## src/rtl/ps2_pkg.sv

```systemverilog
// Shared PS/2 definitions: receiver state encoding, frame layout, line polarities
// and default timing used by both the receiver and the host transmitter.
package ps2_pkg;

    typedef enum logic [1:0] {
        IDLE    = 2'd0,
        RECEIVE = 2'd1,
        CHECK   = 2'd2
    } ps2_state_e;

    localparam int FRAME_LEN = 11;  // start + 8 data + parity + stop
    localparam int DATA_BITS = 8;

    localparam logic START_BIT  = 1'b0;
    localparam logic STOP_BIT   = 1'b1;
    localparam logic PARITY_ODD = 1'b1;

    localparam int CLK_HZ         = 27_000_000;
    localparam int DEF_FILTER_LEN = 8;
    localparam int DEF_TIMEOUT    = 54_000;  // ~2 ms between bits at CLK_HZ

    // True when data plus parity carries the expected (odd) number of ones.
    function automatic logic parity_ok(input logic [DATA_BITS-1:0] data, input logic par);
        return (^{data, par}) == PARITY_ODD;
    endfunction

endpackage

```

## src/rtl/ps2_line_filter.sv

```systemverilog
// Two-flop synchronizer followed by a stability filter for one PS/2 line.
// The filtered level only follows the line after FILTER_LEN steady cycles.
module ps2_line_filter #(
    parameter int FILTER_LEN = 8
) (
    input  logic clk,
    input  logic rst_n,
    input  logic line_in,
    output logic line_out
);

    localparam int CW = (FILTER_LEN > 1) ? $clog2(FILTER_LEN) : 1;

    logic          sync1_q, sync2_q;
    logic          filt_q, filt_d;
    logic [CW-1:0] cnt_q, cnt_d;

    always_comb begin
        filt_d = filt_q;
        cnt_d  = cnt_q;
        if (sync2_q == filt_q) begin
            cnt_d = '0;
        end else if (cnt_q == CW'(FILTER_LEN - 1)) begin
            filt_d = sync2_q;
            cnt_d  = '0;
        end else begin
            cnt_d = cnt_q + CW'(1);
        end
    end

    // Idle PS/2 bus floats high, so everything resets to 1.
    always_ff @(posedge clk or negedge rst_n) begin
        if (!rst_n) begin
            sync1_q <= 1'b1;
            sync2_q <= 1'b1;
            filt_q  <= 1'b1;
            cnt_q   <= '0;
        end else begin
            sync1_q <= line_in;
            sync2_q <= sync1_q;
            filt_q  <= filt_d;
            cnt_q   <= cnt_d;
        end
    end

    assign line_out = filt_q;

endmodule

```

## src/rtl/ps2_receiver.sv

```systemverilog
// PS/2 device-to-host receiver: filters both lines, samples data on falling
// clock edges, and reports each 11-bit frame as a byte, parity or framing error.
module ps2_receiver
    import ps2_pkg::*;
#(
    parameter int FILTER_LEN = DEF_FILTER_LEN,
    parameter int TIMEOUT    = DEF_TIMEOUT
) (
    input  logic       clk,
    input  logic       rst_n,
    input  logic       ps2_clk_in,
    input  logic       ps2_data_in,
    input  logic       rx_enable,
    output logic [7:0] rx_data,
    output logic       rx_valid,
    output logic       parity_err,
    output logic       frame_err,
    output logic       busy
);

    localparam int TW = ($clog2(TIMEOUT) < 1) ? 1 : $clog2(TIMEOUT);

    logic ps2_clk_f, ps2_data_f;

    ps2_line_filter #(.FILTER_LEN(FILTER_LEN)) u_clk_filter (
        .clk      (clk),
        .rst_n    (rst_n),
        .line_in  (ps2_clk_in),
        .line_out (ps2_clk_f)
    );

    ps2_line_filter #(.FILTER_LEN(FILTER_LEN)) u_data_filter (
        .clk      (clk),
        .rst_n    (rst_n),
        .line_in  (ps2_data_in),
        .line_out (ps2_data_f)
    );

    ps2_state_e    state_q, state_d;
    logic          clk_prev_q;
    logic [3:0]    bit_cnt_q, bit_cnt_d;
    logic [9:0]    shift_q, shift_d;
    logic [TW-1:0] tmo_q, tmo_d;
    logic [7:0]    rx_data_q, rx_data_d;
    logic          rx_valid_q, rx_valid_d;
    logic          parity_err_q, parity_err_d;
    logic          frame_err_q, frame_err_d;

    logic       fall;
    logic [9:0] shift_nxt;

    assign fall      = clk_prev_q & ~ps2_clk_f;
    assign shift_nxt = {ps2_data_f, shift_q[9:1]};

    // The frame is judged in the stop-edge cycle so the registered pulses
    // appear during the one-cycle CHECK state, one cycle after that edge.
    always_comb begin
        state_d      = state_q;
        bit_cnt_d    = bit_cnt_q;
        shift_d      = shift_q;
        tmo_d        = tmo_q;
        rx_data_d    = rx_data_q;
        rx_valid_d   = 1'b0;
        parity_err_d = 1'b0;
        frame_err_d  = 1'b0;

        if (!rx_enable) begin
            state_d   = IDLE;
            bit_cnt_d = '0;
            tmo_d     = '0;
        end else begin
            case (state_q)
                IDLE, CHECK: begin
                    state_d = IDLE;
                    tmo_d   = '0;
                    if (fall && ps2_data_f == START_BIT) begin
                        state_d   = RECEIVE;
                        bit_cnt_d = '0;
                    end
                end
                RECEIVE: begin
                    if (fall) begin
                        shift_d = shift_nxt;
                        tmo_d   = '0;
                        if (bit_cnt_q == 4'(FRAME_LEN - 2)) begin
                            state_d   = CHECK;
                            bit_cnt_d = '0;
                            if (shift_nxt[9] != STOP_BIT) begin
                                frame_err_d = 1'b1;
                            end else if (!parity_ok(shift_nxt[7:0], shift_nxt[8])) begin
                                parity_err_d = 1'b1;
                            end else begin
                                rx_data_d  = shift_nxt[7:0];
                                rx_valid_d = 1'b1;
                            end
                        end else begin
                            bit_cnt_d = bit_cnt_q + 4'd1;
                        end
                    end else if (tmo_q == TW'(TIMEOUT - 1)) begin
                        frame_err_d = 1'b1;
                        state_d     = IDLE;
                        bit_cnt_d   = '0;
                        tmo_d       = '0;
                    end else begin
                        tmo_d = tmo_q + TW'(1);
                    end
                end
                default: begin
                    state_d   = IDLE;
                    bit_cnt_d = '0;
                    tmo_d     = '0;
                end
            endcase
        end
    end

    always_ff @(posedge clk or negedge rst_n) begin
        if (!rst_n) begin
            state_q      <= IDLE;
            clk_prev_q   <= 1'b1;
            bit_cnt_q    <= '0;
            shift_q      <= '0;
            tmo_q        <= '0;
            rx_data_q    <= 8'h00;
            rx_valid_q   <= 1'b0;
            parity_err_q <= 1'b0;
            frame_err_q  <= 1'b0;
        end else begin
            state_q      <= state_d;
            clk_prev_q   <= ps2_clk_f;
            bit_cnt_q    <= bit_cnt_d;
            shift_q      <= shift_d;
            tmo_q        <= tmo_d;
            rx_data_q    <= rx_data_d;
            rx_valid_q   <= rx_valid_d;
            parity_err_q <= parity_err_d;
            frame_err_q  <= frame_err_d;
        end
    end

    assign rx_data    = rx_data_q;
    assign rx_valid   = rx_valid_q;
    assign parity_err = parity_err_q;
    assign frame_err  = frame_err_q;
    assign busy       = (state_q != IDLE);

endmodule

```

## config.mk

```make
export PLATFORM = sky130hd
export DESIGN_NAME = ps2_receiver
export DESIGN_NICKNAME = d
export VERILOG_FILES = /design/src/rtl/ps2_pkg.sv /design/src/rtl/ps2_line_filter.sv /design/src/rtl/ps2_receiver.sv
export SDC_FILE = /design/constraint.sdc
export NUM_CORES = 1
export LEC_CHECK = 0
export CORE_UTILIZATION = 45
export CTS_BUF_LIST = sky130_fd_sc_hd__clkbuf_4 sky130_fd_sc_hd__clkbuf_8 sky130_fd_sc_hd__clkbuf_16
export DETAILED_ROUTE_END_ITERATION = 6
export HOLD_SLACK_MARGIN = 0.08
export PLACE_DENSITY_LB_ADDON = 0.1
export SLEW_MARGIN = 20
export SYNTH_ARGS = -nofsm -noshare
export SYNTH_HDL_FRONTEND = slang
export SYNTH_SLANG_ARGS = --single-unit
```

## constraint.sdc

```tcl
create_clock -name clk -period 6.2 [get_ports clk]
set_input_delay 0.62 -clock clk [delete_from_list [all_inputs] [get_ports clk]]
set_output_delay 0.62 -clock clk [all_outputs]
set_load 0.05 [all_outputs]
```

==> results of run 1 <==
-- power by group --
group          total [mW]  switching, mW  internal, mW
Combinational       0.116         0.0685        0.0475
Sequential          0.425         0.0267         0.399
Clock               0.190          0.112        0.0777
Total               0.731          0.207         0.524
-- cell families (layout without fill, tap and decap cells) --
kind of cell	Yosys count	after routing	share of synthesized area [%]
and+or+nand+nor	72	72	16.0
AOI/OAI and AO/OA	13	13	3.65
adders and majority gates	7	7	3.65
buffers and inverters	9	29	2.14
muxes	17	17	8.08
xor gates and xnor gates	24	24	8.76
DFF	55	55	57.7
-- worst reg2reg max path, stage by stage (launching register included) --
cell	delay [ns]
sky130_fd_sc_hd__dfrtp_1	0.42
sky130_fd_sc_hd__or4bb_1	0.53
sky130_fd_sc_hd__nor4_2	0.31
sky130_fd_sc_hd__or3b_1	0.55
sky130_fd_sc_hd__a21oi_2	0.17
sky130_fd_sc_hd__a211o_1	0.32
-- state kept, by name, summed over array words and instances, names as in the netlist, 2 cells and up --
name / count
shift_q: 9
u_data_filter.cnt_q: 3
bit_cnt_q: 4
u_clk_filter.cnt_q: 3
state_q: 2
rx_data: 8
tmo_q: 16
-- through the flow --
step / total power [mW] / instances
6_report: 0.731 / 287
5_1_grt: 0.772 / 287
4_1_cts: 0.744 / 287
3_5_place_dp: 0.551 / 279
3_3_place_gp: 0.542 / 279
2_1_floorplan: 0.521 / 197
-- final timing paths --
kind	startpoint	end	slack, ns	depth (start not counted)
setup / recovery	rx_enable	bit_cnt_q[2]$_DFFE_PN0P_	3.74	6
hold / removal	u_data_filter.sync1_q$_DFF_PN1_	u_data_filter.sync2_q$_DFF_PN1_	0.36	0
setup reg to reg	tmo_q[13]$_DFF_PN0_	bit_cnt_q[2]$_DFFE_PN0P_	3.81	5
hold reg to reg	u_data_filter.sync1_q$_DFF_PN1_	u_data_filter.sync2_q$_DFF_PN1_	0.36	0
max in group asynchronous	rst_n	rx_valid$_DFF_PN0_	5.32	2
min in group asynchronous	rst_n	tmo_q[15]$_DFF_PN0_	0.43	2
-- layout by cell type, fill, tap and decap left out, types with 2 or more instances in the layout --
cell type	netlist	routed
sky130_fd_sc_hd__dfrtp_1	48	48
sky130_fd_sc_hd__nor2_1	25	25
sky130_fd_sc_hd__mux2_2	16	16
sky130_fd_sc_hd__xnor2_1	15	15
sky130_fd_sc_hd__clkdlybuf4s50_1	0	15
sky130_fd_sc_hd__xor2_1	9	9
sky130_fd_sc_hd__nand3_1	9	9
sky130_fd_sc_hd__nand2_1	7	7
sky130_fd_sc_hd__ha_1	7	7
sky130_fd_sc_hd__dfstp_2	7	7
sky130_fd_sc_hd__and2_1	5	5
sky130_fd_sc_hd__o21ai_0	5	5
sky130_fd_sc_hd__clkbuf_8	0	5
sky130_fd_sc_hd__nor3b_1	4	4
sky130_fd_sc_hd__inv_1	4	4
sky130_fd_sc_hd__and3_1	4	4
sky130_fd_sc_hd__nor3_1	4	4
sky130_fd_sc_hd__nand4_1	3	3
sky130_fd_sc_hd__clkinv_2	0	3
sky130_fd_sc_hd__nand3b_1	2	2
sky130_fd_sc_hd__nand2b_1	2	2
-- cell type report --
cell class	count	area (um2)
Sequential cell	55	1390
Clock inverter	3	15.0
Timing Repair Buffer	17	163
Multi-Input combinational cell	133	963
Fill cell	460	2410
Inverter	4	15.0
Tap cell	70	87.6
Clock buffer	5	68.8
-- per-layer routing --
layer / global-route usage [%] / vias to the layer above / part of all wire [%]
met3: 4.42 / 2 / 2.6
met2: 24.0 / 20 / 48
met5: 0 / - / 0
met1: 21.5 / 738 / 49
li1: - / 704 / -
met4: 6.92 / 0 / 0.91
==> results_tabular.tex, run 1 <==
\begin{tabular}{lr}
\hline
Metric & Value \\
\hline
\multicolumn{2}{l}{\textbf{Status}} \\
Run status & finished, final reports clean \\
\multicolumn{2}{l}{\textbf{Timing}} \\
Fin Clk Skew & 0.00643 ns \\
RSZ-0062 raised after global routing & no \\
Slew @ Worst Pin & between 0.9 and 1 ns \\
Fmax & 407 MHz \\
Smallest setup slack after layout & 3.74 ns \\
Max\_slew headroom & between 30\% and 40\% \\
Share of the cycle needed by the critical path after routing & 39.6\% \\
Minimum clock period & between 2 and 2.5 ns \\
Number of slew-limit violations in the final report & 0 \\
Setup TNS & 0 ns \\
Setup violations, final & 0 \\
Worst hold slack & 0.359 ns \\
Final-report hold violation count & 0 \\
\multicolumn{2}{l}{\textbf{Floorplanning}} \\
Cell row count & 26 \\
Chip Width & 75.0 um \\
\# IOs & 17 \\
Overall die area & 5630 um2 \\
Effective utilization at floorplan & 47.0\% \\
Die height & 75.0 um \\
Core region area & 5110 um2 \\
\multicolumn{2}{l}{\textbf{Clock network}} \\
Post-CTS resize count & 0 \\
Register clock-pin slew on the reported worst setup and hold paths & 0.10 ns \\
Buffer cell driving the clock tree root & sky130\_fd\_sc\_hd\_\_clkbuf\_8 \\
Number of buffers inserted for hold repair after clock tree synthesis & 0 \\
H-tree Lvls & 2 \\
Setup Buffers After CTS & 0 \\
CTS tree & built \\
Source-to-sink clock delay at the later pin of the worst-skew pair & 0.30 ns \\
Number of buffers on the longest clock path & 2 \\
Number of buffers created by CTS & 5 \\
Total clock sinks & between 50 and 60 \\
\multicolumn{2}{l}{\textbf{Global route}} \\
First-pass GRT wire length & $\sim$6500 um \\
Initial antenna violation count & 0 \\
Total routing resource utilization after global routing & 15.9\% \\
Number of global-route vias before repair & 1,374 \\
Sum of overflow across all layers after global routing & 0 \\
Maximum number of pins on one net before global-route repair & 56 \\
\multicolumn{2}{l}{\textbf{Finish}} \\
Share of final-layout standard cells stronger than drive strength 1 & 17.5\% \\
Core occupancy in the finished layout & between 50\% and 60\% \\
Synth-to-Final Area Change & 12.4\% \\
Final Net Count & 228 \\
Final Cell Area & 2700 um2 \\
Antenna diode count & 0 \\
\multicolumn{2}{l}{\textbf{Yosys}} \\
Gate count after technology mapping & 197 \\
Syn avg cell area & between 10 and 15 um2 \\
Sequential area share after synthesis & between 50\% and 60\% \\
Top cell type by total area after synthesis & sky130\_fd\_sc\_hd\_\_dfrtp\_1 \\
Most frequently used cell type in the post-synthesis netlist & sky130\_fd\_sc\_hd\_\_dfrtp\_1 \\
Yosys warning count & 0 \\
Mapped cell area & 2400 um2 \\
Prevailing post-synth register cell & sky130\_fd\_sc\_hd\_\_dfrtp\_1 \\
FF+latch count, synth & 55 \\
List of most frequent post-synthesis cells & sky130\_fd\_sc\_hd\_\_dfrtp\_1 (48), sky130\_fd\_sc\_hd\_\_nor2\_1 (25), sky130\_fd\_sc\_hd\_\_mux2\_2 (16), sky130\_fd\_sc\_hd\_\_xnor2\_1 (15) \\
Share of async-settable or async-resettable flops after synthesis & 100\% \\
Area contributors post-synth & sky130\_fd\_sc\_hd\_\_dfrtp\_1 (50\%), sky130\_fd\_sc\_hd\_\_dfstp\_2 (7.7\%), sky130\_fd\_sc\_hd\_\_mux2\_2 (7.5\%), sky130\_fd\_sc\_hd\_\_xnor2\_1 (5.5\%), sky130\_fd\_sc\_hd\_\_nor2\_1 (3.9\%) \\
Post-Syn Nets & 209 \\
Synth cell types & 37 \\
Number of enable-type register cells in the synthesized netlist & 0 \\
Area share of the largest cell type after synthesis & 50.1\% \\
\multicolumn{2}{l}{\textbf{Drt}} \\
DR iter-0 viols & 80 \\
Via count & 1,464 \\
Post-detailed-routing wire length & 3960 um \\
Routed wire per std cell & 13.8 um \\
Routed vias/inst & 5.10 \\
Detailed Routing Iterations Pass 1 & 4 \\
DRC & 0 \\
Number of nets with antenna violations after routing & 0 \\
\multicolumn{2}{l}{\textbf{Power}} \\
Leakage Power & 1.20 nW \\
Worst supply voltage drop on vdd & 0.000154 V \\
PwrDens & around 270 nW/um2 \\
\multicolumn{2}{l}{\textbf{Placement}} \\
Minimum setup slack after placement & roughly 3.4 ns \\
Count of buffers inserted at the top-level ports & 16 \\
Routability cong. & 0.809 \\
Post-detail-place hpwl & 2730 um \\
Placed instance area & about 2600 um2 \\
\multicolumn{2}{l}{\textbf{Worst setup path}} \\
Data arrival at the endpoint of the critical path & 2.71 ns \\
Classification of the worst setup path & input pin to register \\
Required time of the worst setup path & roughly 6.5 ns \\
CP max-delay cell & sky130\_fd\_sc\_hd\_\_nor2\_1 \\
CP peak stage delay & 0.74 ns \\
Largest fanout on the critical path & 12 \\
Gate family responsible for the most delay along the worst path & simple AND/OR/NAND/NOR gates \\
Count of buffering cells on the critical path with inverters included & 1 \\
Chain of cells forming the critical path & clkdlybuf4s50\_1, nand3b\_1, nor2\_1, nand2\_1, nor3b\_1, a211o\_1 \\
Launching element type of the critical path & input pin \\
Critical path endpoint category & register \\
\multicolumn{2}{l}{\textbf{Flow run}} \\
Max-capacitance violation count & 0 \\
\multicolumn{2}{l}{\textbf{Min path}} \\
Hold Path Class & register to register \\
\hline
\end{tabular}
Note: power is estimated with default switching activity, not from simulation.
==> inputs of run 2 (changes only) <==
Clock period 6.2 ns to 2.4 ns, I/O delays scaled along.
==> run 2 against run 1 <==
Die area is the same. Combinational power grew to 2.7 times the previous value. Sequential cell count is the same. Global-route usage grew 0.25 points. Largest power group unchanged. Register-to-register slack lost 3.5 ns. Utilization grew 0.74 points. Power grew to 2.6 times the previous value. Design area grew 1.4%. Highest routed layer unchanged. Sequential share of layout area shrank 0.70 points. Non-clock buffer count grew 4. Worst setup slack lost 3.4 ns. Clock-buffer cell count grew 1.
==> results_tabular.tex, run 2 (same netlist as run 1, synthesis figures left out) <==
\begin{tabular}{lr}
\hline
Metric & Value \\
\hline
\multicolumn{2}{l}{\textbf{Clock network}} \\
Number of buffers inserted for hold repair after clock tree synthesis & 1 (was 0) \\
CTS tree & built (unchanged) \\
Total clock sinks & 55 (unchanged) \\
Source-to-sink clock delay at the later pin of the worst-skew pair & 0.30 ns (about the same) \\
Register clock-pin slew on the reported worst setup and hold paths & 0.09 ns (was 0.10 ns) \\
H-tree Lvls & 2 (unchanged) \\
Setup Buffers After CTS & 0 (unchanged) \\
Number of buffers created by CTS & 5 (unchanged) \\
Buffer cell driving the clock tree root & sky130\_fd\_sc\_hd\_\_clkbuf\_8 (unchanged) \\
Number of buffers on the longest clock path & 2 (unchanged) \\
Post-CTS resize count & 0 (unchanged) \\
\multicolumn{2}{l}{\textbf{Worst setup path}} \\
Data arrival at the endpoint of the critical path & 2.24 ns (was 2.71 ns) \\
Reg-to-reg critical path startpoint & u\_clk\_filter.line\_out\$\_DFFE\_PN1P\_ (was tmo\_q[13]\$\_DFF\_PN0\_) \\
Largest fanout on the critical path & 8 (was 12) \\
Depth of the worst register-to-register path & 5 (unchanged) \\
Launching element type of the critical path & register (was input pin) \\
Critical path endpoint category & register (unchanged) \\
Critical path startpoint & u\_clk\_filter.line\_out\$\_DFFE\_PN1P\_ (was rx\_enable) \\
Capturing instance or port of the critical path & rx\_data[3]\$\_DFFE\_PN0P\_ (was bit\_cnt\_q[2]\$\_DFFE\_PN0P\_) \\
Required time of the worst setup path & 2.59 ns (was 6.45 ns) \\
R2R Path End & rx\_data[3]\$\_DFFE\_PN0P\_ (was bit\_cnt\_q[2]\$\_DFFE\_PN0P\_) \\
Classification of the worst setup path & register to register (was input pin to register) \\
Setup slack of the most critical reg-to-reg path & 0.35 ns (was 3.81 ns) \\
\multicolumn{2}{l}{\textbf{Finish}} \\
Core occupancy in the finished layout & 53.6\% (was 52.8\%) \\
Most common library cell in the layout ignoring fill and taps & sky130\_fd\_sc\_hd\_\_dfrtp\_1 (unchanged) \\
Number of filler instances in the final layout & 469 (was 460) \\
Antenna diode count & 0 (unchanged) \\
Final Net Count & 232 (was 228) \\
Share of final-layout standard cells stronger than drive strength 1 & 18.6\% (was 17.5\%) \\
Synth-to-Final Area Change & 14.0\% (was 12.4\%) \\
Area occupied by multi-input gates & 963 um2 (unchanged) \\
Register containing the most flip-flops in the final layout & tmo\_q (unchanged) \\
Sequential cell area in the final layout & 1390 um2 (unchanged) \\
Flip-flop count of the largest register, all copies and words added & 16 (unchanged) \\
Most used cells in the layout excluding fill and tap cells & sky130\_fd\_sc\_hd\_\_dfrtp\_1 (48), sky130\_fd\_sc\_hd\_\_nor2\_1 (25), sky130\_fd\_sc\_hd\_\_mux2\_2 (16), sky130\_fd\_sc\_hd\_\_xnor2\_1 (15), sky130\_fd\_sc\_hd\_\_clkdlybuf4s50\_1 (15) (unchanged) \\
\multicolumn{2}{l}{\textbf{Min path}} \\
Cells on Worst Hold Path & 1 (was 0) \\
HP Start & ps2\_clk\_in (was u\_data\_filter.sync1\_q\$\_DFF\_PN1\_) \\
Hold Path Class & input pin to register (was register to register) \\
\multicolumn{2}{l}{\textbf{Floorplanning}} \\
Core region area & 5110 um2 (unchanged) \\
\# IOs & 17 (unchanged) \\
Overall die area & 5630 um2 (unchanged) \\
Chip Width & 75.0 um (unchanged) \\
Die height & 75.0 um (unchanged) \\
Cell row count & 26 (unchanged) \\
Effective utilization at floorplan & 47.0\% (unchanged) \\
\multicolumn{2}{l}{\textbf{Timing}} \\
Minimum clock period & slightly above 2 ns \\
Fin Clk Skew & 0.00288 ns (was 0.00643 ns) \\
Smallest setup slack after layout & 0.352 ns (was 3.74 ns) \\
Share of the cycle needed by the critical path after routing & 85.3\% \\
Final-report hold violation count & 0 (unchanged) \\
Setup TNS & 0 ns (unchanged) \\
RSZ-0062 raised after global routing & no (unchanged) \\
Max\_slew headroom & 57.1\% (was 38.7\%) \\
Fmax & a little under 500 MHz \\
Worst hold slack & 0.336 ns (was 0.359 ns) \\
Setup violations, final & 0 (unchanged) \\
Number of slew-limit violations in the final report & 0 (unchanged) \\
Slew @ Worst Pin & 0.638 ns (was 0.917 ns) \\
\multicolumn{2}{l}{\textbf{Drt}} \\
DRC & 0 (unchanged) \\
Routed vias/inst & 5.04 (was 5.10) \\
DR iter-0 viols & 87 (was 80) \\
Detailed Routing Iterations Pass 1 & 4 (unchanged) \\
Via count & 1,468 (was 1,464) \\
Post-detailed-routing wire length & 3930 um (was 3960 um) \\
Routed wire per std cell & 13.5 um (was 13.8 um) \\
Number of nets with antenna violations after routing & 0 (unchanged) \\
\multicolumn{2}{l}{\textbf{Power}} \\
Leakage Power & 1.21 nW (was 1.20 nW) \\
Worst supply voltage drop on vdd & 0.000430 V (was 0.000154 V) \\
PwrDens & 697 nW/um2 (was 271 nW/um2) \\
\multicolumn{2}{l}{\textbf{Placement}} \\
Post-detail-place hpwl & 2870 um (was 2730 um) \\
Routability cong. & 0.768 (was 0.809) \\
Minimum setup slack after placement & 0.224 ns (was 3.44 ns) \\
Count of buffers inserted at the top-level ports & 16 (unchanged) \\
\multicolumn{2}{l}{\textbf{Status}} \\
Run status & finished, final reports clean (unchanged) \\
\multicolumn{2}{l}{\textbf{Global route}} \\
Number of global-route vias before repair & 1,472 (was 1,374) \\
First-pass GRT wire length & 6700 um (was 6490 um) \\
Initial antenna violation count & 0 (unchanged) \\
Maximum number of pins on one net before global-route repair & 37 (was 56) \\
Sum of overflow across all layers after global routing & 0 (unchanged) \\
Total routing resource utilization after global routing & 16.1\% (was 15.9\%) \\
\multicolumn{2}{l}{\textbf{Flow run}} \\
Max-capacitance violation count & 0 (unchanged) \\
\hline
\end{tabular}
run 2: power breakdown:
group	internal [mW]	switching (mW)	total (mW)
clock network	0.216	0.280	0.495
registers	1.03	0.0685	1.10
logic	0.135	0.178	0.313
run 2: worst max-delay path: stages, from the launching register on:
cell and delay [ns]:
sky130_fd_sc_hd__dfstp_2 0.57, sky130_fd_sc_hd__nand2b_1 0.27, sky130_fd_sc_hd__or4_4 0.21, sky130_fd_sc_hd__nor2_1 0.05
sky130_fd_sc_hd__mux2i_2 0.45, sky130_fd_sc_hd__mux2_2 0.40
run 2: final cells by class:
class | count | area share (%)
Tap cell | 70 | 3.20
Sequential cell | 55 | 50.6
Timing Repair Buffer | 21 | 7.14
Clock buffer | 6 | 2.79
Multi-Input combinational cell | 133 | 35.2
Clock inverter | 2 | 0.457
Inverter | 4 | 0.549
run 2: worst min-delay path by stage:
stage | endpoint | slack (ns)
detailed placement | tmo_q[10]$_DFF_PN0_ | 0.21
CTS | u_clk_filter.sync1_q$_DFF_PN1_ | 0.32
global route | u_clk_filter.sync1_q$_DFF_PN1_ | 0.31
finish | u_clk_filter.sync1_q$_DFF_PN1_ | 0.34
floorplan | bit_cnt_q[0]$_DFFE_PN0P_ | -0.06
global placement | tmo_q[8]$_DFF_PN0_ | 0.20
run 2: metal layers:
layer / track usage (%) / vias to the layer above / share of wire [%]
met1: 21.2 / 722 / 47
met4: 6.29 / 0 / 1.6
met5: 0 / - / 0
li1: - / 712 / -
met3: 4.02 / 6 / 3.9
met2: 25.8 / 28 / 48
run 2: per-stage QoR:
stage | power [mW] | cell area, um2 | instances
floorplan | 1.34 | 2400 | 197
global placement | 1.41 | 2640 | 282
detailed placement | 1.43 | 2640 | 282
CTS | 1.95 | 2740 | 291
global route | 2.02 | 2740 | 291
finish | 1.91 | 2740 | 291
==> inputs of run 3 (changes only) <==
Settings changed: CORE_ASPECT_RATIO set to 0.5.
==> run 3 against run 2 <==
Sequential share of layout area decreased by 0.95 points. Clock skew rose by 0.0086 ns. Maximum frequency is 1.0% higher. Utilization up 2.0 points. Clock-buffer cell count did not move. Highest routed layer unchanged.
==> results_tabular.tex, run 3 (same netlist as run 1, synthesis figures left out) <==
\begin{tabular}{lr}
\hline
Metric & Value \\
\hline
\multicolumn{2}{l}{\textbf{Timing}} \\
Final-report hold violation count & 0 (unchanged) \\
Setup TNS & 0 ns (unchanged) \\
Fmax & 493 MHz (was 488 MHz) \\
Setup violations, final & 0 (unchanged) \\
Fin Clk Skew & 0.0115 ns (was 0.00288 ns) \\
Slew @ Worst Pin & 0.636 ns (was 0.638 ns) \\
Max\_slew headroom & 57.6\% (was 57.1\%) \\
Number of slew-limit violations in the final report & 0 (unchanged) \\
Share of the cycle needed by the critical path after routing & 84.5\% (was 85.3\%) \\
Minimum clock period & 2.03 ns (was 2.05 ns) \\
RSZ-0062 raised after global routing & no (unchanged) \\
\multicolumn{2}{l}{\textbf{Floorplanning}} \\
Die height & 53.6 um (was 75.0 um) \\
Effective utilization at floorplan & 47.8\% (was 47.0\%) \\
Core region area & 5020 um2 (was 5110 um2) \\
\# IOs & 17 (unchanged) \\
Chip Width & 105 um (was 75.0 um) \\
Cell row count & 18 (was 26) \\
Overall die area & 5650 um2 (was 5630 um2) \\
\multicolumn{2}{l}{\textbf{Drt}} \\
Routed wire per std cell & 12.9 um (was 13.5 um) \\
Post-detailed-routing wire length & 3770 um (was 3930 um) \\
Routed vias/inst & 5.06 (was 5.04) \\
Via count & 1,483 (was 1,468) \\
DR iter-0 viols & 39 (was 87) \\
Detailed Routing Iterations Pass 1 & 4 (unchanged) \\
Number of nets with antenna violations after routing & 0 (unchanged) \\
DRC & 0 (unchanged) \\
\multicolumn{2}{l}{\textbf{Clock network}} \\
Total clock sinks & 55 (unchanged) \\
Post-CTS resize count & 0 (unchanged) \\
Setup Buffers After CTS & 0 (unchanged) \\
Register clock-pin slew on the reported worst setup and hold paths & 0.10 ns (was 0.09 ns) \\
H-tree Lvls & 2 (unchanged) \\
Number of buffers on the longest clock path & 2 (unchanged) \\
CTS tree & built (unchanged) \\
Buffer cell driving the clock tree root & sky130\_fd\_sc\_hd\_\_clkbuf\_8 (unchanged) \\
Number of buffers created by CTS & 5 (unchanged) \\
Source-to-sink clock delay at the later pin of the worst-skew pair & 0.31 ns (was 0.30 ns) \\
\multicolumn{2}{l}{\textbf{Global route}} \\
Total routing resource utilization after global routing & 15.3\% (was 16.1\%) \\
Maximum number of pins on one net before global-route repair & 30 (was 37) \\
First-pass GRT wire length & 6530 um (was 6700 um) \\
Sum of overflow across all layers after global routing & 0 (unchanged) \\
Initial antenna violation count & 0 (unchanged) \\
Number of global-route vias before repair & 1,440 (was 1,472) \\
\multicolumn{2}{l}{\textbf{Placement}} \\
Post-detail-place hpwl & 2620 um (was 2870 um) \\
Placed instance area & 2660 um2 (was 2640 um2) \\
Routability cong. & 0.742 (was 0.768) \\
Count of buffers inserted at the top-level ports & 16 (unchanged) \\
\multicolumn{2}{l}{\textbf{Worst setup path}} \\
Data arrival at the endpoint of the critical path & 2.24 ns (about the same) \\
Chain of cells forming the critical path & nand2b\_1, or4\_4, nor2\_1, mux2i\_2, buf\_4, mux2\_2 (was nand2b\_1, or4\_4, nor2\_1, mux2i\_2, mux2\_2) \\
Largest fanout on the critical path & 8 (unchanged) \\
CP peak stage delay & 0.58 ns (was 0.57 ns) \\
Launching element type of the critical path & register (unchanged) \\
Classification of the worst setup path & register to register (unchanged) \\
Count of buffering cells on the critical path with inverters included & 1 (was 0) \\
Gate family responsible for the most delay along the worst path & simple AND/OR/NAND/NOR gates (was multiplexers) \\
Critical path endpoint category & register (unchanged) \\
Required time of the worst setup path & 2.61 ns (was 2.59 ns) \\
CP max-delay cell & sky130\_fd\_sc\_hd\_\_or4\_4 (was sky130\_fd\_sc\_hd\_\_dfstp\_2) \\
\multicolumn{2}{l}{\textbf{Status}} \\
Run status & finished, final reports clean (unchanged) \\
\multicolumn{2}{l}{\textbf{Finish}} \\
Synth-to-Final Area Change & 16.2\% (was 14.0\%) \\
Antenna diode count & 0 (unchanged) \\
Share of final-layout standard cells stronger than drive strength 1 & 19.3\% (was 18.6\%) \\
Most used cells in the layout excluding fill and tap cells & sky130\_fd\_sc\_hd\_\_dfrtp\_1 (48), sky130\_fd\_sc\_hd\_\_nor2\_1 (25), sky130\_fd\_sc\_hd\_\_mux2\_2 (16), sky130\_fd\_sc\_hd\_\_xnor2\_1 (15), sky130\_fd\_sc\_hd\_\_clkdlybuf4s50\_1 (15) (unchanged) \\
Register containing the most flip-flops in the final layout & tmo\_q (unchanged) \\
Flip-flop count of the largest register, all copies and words added & 16 (unchanged) \\
Most common library cell in the layout ignoring fill and taps & sky130\_fd\_sc\_hd\_\_dfrtp\_1 (unchanged) \\
Final Cell Area & 2790 um2 (was 2740 um2) \\
Final Net Count & 234 (was 232) \\
\multicolumn{2}{l}{\textbf{Power}} \\
Leakage Power & 1.23 nW (was 1.21 nW) \\
Worst supply voltage drop on vdd & 0.000288 V (was 0.000430 V) \\
PwrDens & 726 nW/um2 (was 697 nW/um2) \\
\multicolumn{2}{l}{\textbf{Flow run}} \\
Max-capacitance violation count & 0 (unchanged) \\
\multicolumn{2}{l}{\textbf{Min path}} \\
Hold Path Class & input pin to register (unchanged) \\
\hline
\end{tabular}
-- run 3: changes by cell type in the layout (fill, tap and decap cells not counted) --
cell	previous run	this run
sky130_fd_sc_hd__clkinv_2	1	0
sky130_fd_sc_hd__buf_12	0	1
sky130_fd_sc_hd__buf_4	4	5
sky130_fd_sc_hd__bufinv_16	0	1
-- run 3: final timing paths --
check | start | to | slack, ns | depth (start not counted)
setup / recovery | clk_prev_q$_DFF_PN1_ | rx_data[6]$_DFFE_PN0P_ | 0.37 | 6
hold / removal | ps2_clk_in | u_clk_filter.sync1_q$_DFF_PN1_ | 0.32 | 1
setup reg to reg | clk_prev_q$_DFF_PN1_ | rx_data[6]$_DFFE_PN0P_ | 0.37 | 6
hold reg to reg | u_data_filter.sync1_q$_DFF_PN1_ | u_data_filter.sync2_q$_DFF_PN1_ | 0.36 | 0
max in group asynchronous | rst_n | u_data_filter.line_out$_DFFE_PN1P_ | 1.27 | 3
min in group asynchronous | rst_n | tmo_q[10]$_DFF_PN0_ | 0.48 | 2
-- run 3: final cells by class --
type	count	area, um2
inverters	4	15.0
well taps	70	87.6
multi-input cells	133	963
fillers	433	2230
clock inverters	2	37.5
clock buffers	6	76.3
flip-flops and latches	55	1390
repair buffers	23	223
-- run 3: per-layer routing --
metal  vias to the layer above  track usage, %  wire length (um)
met5                         -               0                 0
met3                         5            4.96               133
met2                        19            25.4              1740
met1                       739            19.3              1870
li1                        720               -                 -
met4                         0            5.63                33
-- run 3: metrics by stage --
| stage | worst slack, ns | total power [mW] | util, % | hold slack [ns] | cells |
|---|---|---|---|---|---|
| after floorplan | 0.462 | 1.34 | - | -0.0556 | 197 |
| after global placement | 0.275 | 1.42 | 53.0 | 0.286 | 284 |
| after detailed placement | 0.252 | 1.43 | 53.0 | 0.298 | 284 |
| after CTS | 0.372 | 2.05 | 55.5 | 0.314 | 293 |
| after global routing | 0.241 | 2.14 | 55.5 | 0.306 | 293 |
| final | 0.372 | 2.02 | 55.5 | 0.324 | 293 |
-- run 3: timing repair --
item	CTS	global route
endpoints found under the hold margin	24	0
hold buffers	1	0
endpoints found under the setup margin	0	0
-- run 3: report_power, final --
part,internal [mW],switching [mW]
logic,0.135,0.173
clock network,0.323,0.298
registers,1.03,0.0650
